**config.mk**
```make
export PLATFORM = sky130hd
export DESIGN_NAME = mem_port_arbiter
export DESIGN_NICKNAME = d
export VERILOG_FILES = /design/src/rtl/mem_arb_pkg.sv /design/src/rtl/mem_port_arbiter_rr_pick2.sv /design/src/rtl/mem_port_arbiter.sv
export SDC_FILE = /design/constraint.sdc
export NUM_CORES = 1
export LEC_CHECK = 0
export CELL_PAD_IN_SITES_DETAIL_PLACEMENT = 0
export CELL_PAD_IN_SITES_GLOBAL_PLACEMENT = 1
export CORE_AREA = 2 2 92 94
export CTS_BUF_LIST = sky130_fd_sc_hd__clkbuf_4
export CTS_CLUSTER_DIAMETER = 60
export DETAILED_ROUTE_END_ITERATION = 10
export DIE_AREA = 0 0 94 96
export PLACE_DENSITY = 0.84
export SLEW_MARGIN = 20
export SYNTH_ARGS = -nofsm -noshare
export SYNTH_HDL_FRONTEND = slang
export SYNTH_SLANG_ARGS = --single-unit
```
**constraint.sdc**
```tcl
create_clock -name clk -period 3.7 [get_ports clk]
set_clock_uncertainty 0.2 [all_clocks]
set_input_delay 0.555 -clock clk [delete_from_list [all_inputs] [get_ports clk]]
set_output_delay 0.555 -clock clk [all_outputs]
set_load 0.05 [all_outputs]
```
**src/rtl/mem_arb_pkg.sv**
```systemverilog
// ---------------------------------------------------------------------------
// mem_arb_pkg
// Shared definitions for the two-port RAM arbiter slice: FSM state encoding,
// RAM direction constants and the default address/line widths.
// ---------------------------------------------------------------------------
package mem_arb_pkg;

  // Default RAM geometry: 10-bit line address, 20-bit line (two 10-bit words)
  localparam int ADDR_W_DEF  = 10;
  localparam int DATA_W_DEF  = 20;
  localparam int TIMEOUT_DEF = 16;

  // RAM direction encoding as seen on rw0/rw1/mem_rw
  localparam logic RW_READ  = 1'b0;
  localparam logic RW_WRITE = 1'b1;

  // Arbiter FSM states
  typedef enum logic [1:0] {
    IDLE    = 2'b00,
    BUSY    = 2'b01,
    RELEASE = 2'b10
  } arb_state_e;

endpackage

```
**src/rtl/mem_port_arbiter_rr_pick2.sv**
```systemverilog
// ---------------------------------------------------------------------------
// rr_pick2
// Combinational two-way round-robin selector.
//   req0, req1  : pending requests
//   last_grant  : port that won the previous arbitration
//   winner      : selected port (0 or 1), meaningful only when valid=1
//   valid       : at least one request is pending
// On a tie the port opposite last_grant wins, which gives strict
// alternation under continuous contention.
// ---------------------------------------------------------------------------
module rr_pick2 (
  input  logic req0,
  input  logic req1,
  input  logic last_grant,
  output logic winner,
  output logic valid
);

  // Tie goes to the port that did not win last; otherwise the lone requester
  always_comb begin
    valid  = req0 | req1;
    winner = 1'b0;
    if (req0 && req1) begin
      winner = ~last_grant;
    end else begin
      winner = req1;
    end
  end

endmodule

```
**src/rtl/mem_port_arbiter.sv**
```systemverilog
// ---------------------------------------------------------------------------
// mem_port_arbiter
// Shares one RAM port (req/ready handshake) between two cache controllers.
// A winning request is latched in IDLE, held on the RAM port through BUSY
// until mem_ready, answered with a one-cycle done pulse, and followed by a
// single RELEASE cycle with mem_req low before re-arbitrating round-robin.
//
// Ports:
//   clk, rst            clock (rising edge), async active-low reset
//   req0/1, rw0/1       request and direction (1 = write) per cache port
//   addr0/1, wdata0/1   line address and write line per cache port
//   done0/1             one-cycle completion pulse per cache port
//   rdata               read line, valid while done0/done1 is high
//   mem_req, mem_rw     RAM request and direction
//   mem_addr, mem_wdata RAM address and write line
//   mem_rdata, mem_ready RAM read line and completion
//   err                 sticky timeout flag
//
// Optional feature macro: MEM_ARB_TIMEOUT_EN
//   Defined   : BUSY aborts after TIMEOUT cycles without mem_ready, pulsing
//               done with rdata=0 and setting err until reset.
//   Undefined : BUSY waits indefinitely, err is tied low.
// ---------------------------------------------------------------------------
module mem_port_arbiter
  import mem_arb_pkg::*;
#(
  parameter int ADDR_W = ADDR_W_DEF,
  parameter int DATA_W = DATA_W_DEF
`ifdef MEM_ARB_TIMEOUT_EN
  , parameter int TIMEOUT = TIMEOUT_DEF
`endif
) (
  input  logic              clk,
  input  logic              rst,
  input  logic              req0,
  input  logic              req1,
  input  logic              rw0,
  input  logic              rw1,
  input  logic [ADDR_W-1:0] addr0,
  input  logic [ADDR_W-1:0] addr1,
  input  logic [DATA_W-1:0] wdata0,
  input  logic [DATA_W-1:0] wdata1,
  output logic              done0,
  output logic              done1,
  output logic [DATA_W-1:0] rdata,
  output logic              mem_req,
  output logic              mem_rw,
  output logic [ADDR_W-1:0] mem_addr,
  output logic [DATA_W-1:0] mem_wdata,
  input  logic [DATA_W-1:0] mem_rdata,
  input  logic              mem_ready,
  output logic              err
);

  arb_state_e        state_q, state_d;
  logic              last_grant_q, last_grant_d;
  logic              grant_q, grant_d;
  logic              mem_req_q, mem_req_d;
  logic              mem_rw_q, mem_rw_d;
  logic [ADDR_W-1:0] mem_addr_q, mem_addr_d;
  logic [DATA_W-1:0] mem_wdata_q, mem_wdata_d;
  logic [DATA_W-1:0] rdata_q, rdata_d;
  logic              done0_q, done0_d;
  logic              done1_q, done1_d;
  logic              pick_winner;
  logic              pick_valid;

`ifdef MEM_ARB_TIMEOUT_EN
  localparam int CNT_W = (TIMEOUT > 1) ? $clog2(TIMEOUT) : 1;
  logic [CNT_W-1:0] tmo_cnt_q, tmo_cnt_d;
  logic             err_q, err_d;
`endif

  rr_pick2 u_pick (
    .req0       (req0),
    .req1       (req1),
    .last_grant (last_grant_q),
    .winner     (pick_winner),
    .valid      (pick_valid)
  );

  // State and output registers; reset forces mem_req low immediately so the
  // RAM sees an aborted transaction without waiting for a clock
  always_ff @(posedge clk or negedge rst) begin
    if (!rst) begin
      state_q      <= IDLE;
      last_grant_q <= 1'b1;
      grant_q      <= 1'b0;
      mem_req_q    <= 1'b0;
      mem_rw_q     <= 1'b0;
      mem_addr_q   <= '0;
      mem_wdata_q  <= '0;
      rdata_q      <= '0;
      done0_q      <= 1'b0;
      done1_q      <= 1'b0;
`ifdef MEM_ARB_TIMEOUT_EN
      tmo_cnt_q    <= '0;
      err_q        <= 1'b0;
`endif
    end else begin
      state_q      <= state_d;
      last_grant_q <= last_grant_d;
      grant_q      <= grant_d;
      mem_req_q    <= mem_req_d;
      mem_rw_q     <= mem_rw_d;
      mem_addr_q   <= mem_addr_d;
      mem_wdata_q  <= mem_wdata_d;
      rdata_q      <= rdata_d;
      done0_q      <= done0_d;
      done1_q      <= done1_d;
`ifdef MEM_ARB_TIMEOUT_EN
      tmo_cnt_q    <= tmo_cnt_d;
      err_q        <= err_d;
`endif
    end
  end

  // Next-state logic. Everything holds by default and done is a pulse, so
  // only the cycles that change something assign it. While BUSY the latched
  // RAM-side values are never touched, which freezes them against requester
  // input changes.
  always_comb begin
    state_d      = state_q;
    last_grant_d = last_grant_q;
    grant_d      = grant_q;
    mem_req_d    = mem_req_q;
    mem_rw_d     = mem_rw_q;
    mem_addr_d   = mem_addr_q;
    mem_wdata_d  = mem_wdata_q;
    rdata_d      = rdata_q;
    done0_d      = 1'b0;
    done1_d      = 1'b0;
`ifdef MEM_ARB_TIMEOUT_EN
    tmo_cnt_d    = '0;
    err_d        = err_q;
`endif

    case (state_q)
      IDLE: begin
        if (pick_valid) begin
          grant_d      = pick_winner;
          last_grant_d = pick_winner;
          mem_req_d    = 1'b1;
          mem_rw_d     = pick_winner ? rw1    : rw0;
          mem_addr_d   = pick_winner ? addr1  : addr0;
          mem_wdata_d  = pick_winner ? wdata1 : wdata0;
          state_d      = BUSY;
        end
      end

      BUSY: begin
        if (mem_ready) begin
          mem_req_d = 1'b0;
          if (mem_rw_q == RW_READ) begin
            rdata_d = mem_rdata;
          end
          done0_d = ~grant_q;
          done1_d = grant_q;
          state_d = RELEASE;
        end
`ifdef MEM_ARB_TIMEOUT_EN
        // Counter value k means k edges have passed in BUSY without
        // mem_ready, so the abort lands TIMEOUT edges after mem_req rose
        else if (tmo_cnt_q == CNT_W'(TIMEOUT - 1)) begin
          mem_req_d = 1'b0;
          rdata_d   = '0;
          done0_d   = ~grant_q;
          done1_d   = grant_q;
          err_d     = 1'b1;
          state_d   = RELEASE;
        end else begin
          tmo_cnt_d = tmo_cnt_q + 1'b1;
        end
`endif
      end

      RELEASE: begin
        state_d = IDLE;
      end

      default: begin
        state_d = IDLE;
      end
    endcase
  end

  assign mem_req   = mem_req_q;
  assign mem_rw    = mem_rw_q;
  assign mem_addr  = mem_addr_q;
  assign mem_wdata = mem_wdata_q;
  assign rdata     = rdata_q;
  assign done0     = done0_q;
  assign done1     = done1_q;

`ifdef MEM_ARB_TIMEOUT_EN
  assign err = err_q;
`else
  assign err = 1'b0;
`endif

endmodule

```
==> out/qor.csv <==
metric,value,unit
outcome,finished clean,
buffers plus inverters on the worst setup path,1,
crit path capture type,primary output,
Pleak,1.85,nW
ys flop type,dfrtp_1,
unique cell type count in the Yosys netlist,21,
worst min-delay path endpoint,done0$_DFF_PN0_,
largest area contributor in the netlist,dfrtp_1,
minimum clock period,2.33,ns
f_max,429,MHz
placed insts,406,
vias in the first global route,1948,
Final Max Tran Viols,0,
io pins,142,
Synth async-reset ratio,1.00,
clock slew seen by the registers of the worst setup and hold paths,0.09,ns
Tcrit/Tclk final,0.630,
Least-Margin Pin Slew,0.597,ns
TritonCTS buffer count,9,
aggregate routed wire length,6.04,mm
WHS Path Cells,1,
DR pass1 iterations,3,
most frequent cell after synthesis,dfrtp_1,
crit path cell chain,clkdlybuf4s50_1,
initial DRC count,13,
width of the die,94,µm
first-pass GRT wire length,9.44,mm
met1 Use GR,0.156,
R2R cell count,4,
Max VDD drop,0.000470,V
vias per cell,4.47,
Syn Nets,253,
Starting Density,0.328,
top cell type's share of synthesized area,0.540,
fraction of layout cells with a size suffix above 1,0.328,
Finished Layout Cells,422,
Critical R2R Launch,last_grant_q$_DFFE_PN1P_,
PortBufs,140,
final instance area,4310,µm²
Final setup viols,0,
nets,400,
pin count of the biggest net entering global routing,32,
HPWL after detailed placement,4.71,mm
Post-synth EDFFs,0,
CTS tree,done,
post-synthesis register bit count,58,
Pwr Total,3.99,mW
worst reg2reg endpoint,mem_wdata[4]$_DFFE_PN0P_,
grt peak-use layer,met2,
GR Util met3,0.0666,
die area,9020,µm²
synth cell count leaders,"dfrtp_1, mux2_2, mux2_4, buf_2",
crit path from,mem_rw$_DFFE_PN0P_,
Power Density,927,nW/µm²
GRT overflow,0,
GR Util met2,0.233,
area grow syn2layout,63.0,%
Placed Area,4170,µm²
post-CTS setup buffer count,0,
CP max-delay cell,clkdlybuf4s50_1,
CTS-repair resized insts,0,
max-cap violations,0,
cts hold-fix bufs,1,
critical path data required time,2.94,ns
Worst Path Max Fanout,3,
core region area,8050,µm²
Setup CP Type,flip-flop to primary output,
ant diodes,0,
Clock Path Buffers,2,
H-tree depth,3,
Syn Area/Cell,15.9,µm²
RSZ-0062 raised after global routing,false,
Worst EP arrival,1.58,ns
CP startpoint kind,flip-flop,
"Seq/Total Area, Yosys",0.550,
Synth Instances,166,
relative slew slack,0.602,
sum of negative setup slack,0,ns
routed vias,1888,
worst hold path type,flip-flop to flip-flop,
Die Height,96,µm
std cell rows,33,
GP Congestion,0.672,
Worst Hold Launch,grant_q$_DFFE_PN0P_,
reg2reg setup slack,1.63,ns
Avg WL per Cell,14.3,µm
DRC violations left,0,
clk root buf,clkbuf_4,
Util after Layout,0.535,
Yosys warning count,0,
initial antenna violation count,0,
worst skew pair latency,0.38,ns
cells taking the most area after synthesis,"dfrtp_1, mux2_2, mux2_4",
Final Hold Viols,0,
GRT Total Usage,0.138,
Top delay family on crit path,buffers and inverters,
Sink Count,58,
post-route ant nets,0,
mapped cell area,2640,µm²
Critical Path Max Stage Delay,0.81,ns
cell families (layout without fill, tap and decap cells):
logic type | Yosys count | count (layout) | share of synthesized area
multiplexers | 82 | 82 | 0.391
flip-flops | 58 | 58 | 0.550
buffers and inverters | 10 | 161 | 0.0265
AND/OR/NAND/NOR | 9 | 9 | 0.0166
AO/OA/AOI/OAI | 6 | 6 | 0.0147
other | 1 | 1 | 0.00142
worst max-delay path by stage:
stage,to,depth (start not counted)
6_report,mem_rw,1
5_1_grt,mem_wdata[7],1
4_1_cts,mem_rw,1
3_3_place_gp,mem_wdata[4]$_DFFE_PN0P_,5
2_1_floorplan,mem_addr[0]$_DFFE_PN0P_,4
3_5_place_dp,mem_wdata[4]$_DFFE_PN0P_,5
metrics by stage:
stage	hold WS (ns)	worst slack (ns)
finish	0.259	1.37
global route	0.276	1.28
CTS	0.261	1.33
detailed placement	0.247	1.02
global placement	0.239	1.02
floorplan	0.0594	1.86
layer usage:
metal  share of wire  vias up
met2            0.48       89
met5               0        -
met4           0.012        0
met1            0.41      906
met3            0.10        8
li1                -      885
layout by cell type (no fill, tap or decap), types with 2 or more instances in the layout:
master / synthesis / final
clkbuf_4: 0 / 11
clkdlybuf4s50_1: 0 / 139
dfrtp_1: 57 / 57
nand2_1: 2 / 2
mux2_4: 29 / 29
buf_4: 1 / 2
mux2_2: 53 / 53
buf_12: 0 / 2
clkinv_2: 0 / 2
nor2_1: 3 / 3
power by group:
| part | total (mW) | switching (mW) | internal [mW] |
|---|---|---|---|
| clock network | 0.429 | 0.215 | 0.214 |
| logic | 2.45 | 1.46 | 0.991 |
| registers | 1.11 | 0.157 | 0.955 |
| total | 3.99 | 1.83 | 2.16 |
area by class of cell:
cell class	instances	area (µm²)
Clock buffer	11	82.6
Clock inverter	4	43.8
Fill cell	716	3750
Inverter	1	3.75
Multi-Input combinational cell	98	1130
Sequential cell	58	1450
Tap cell	105	131
Timing Repair Buffer	145	1460
flip-flops by register name (all words and copies together), names as in the netlist:
name,flops
mem_wdata,20
rdata,20
mem_addr,10
state_q,2
done0,1
done1,1
grant_q,1
last_grant_q,1
mem_req,1
mem_rw,1
Note: power is estimated with default switching activity, not from simulation.
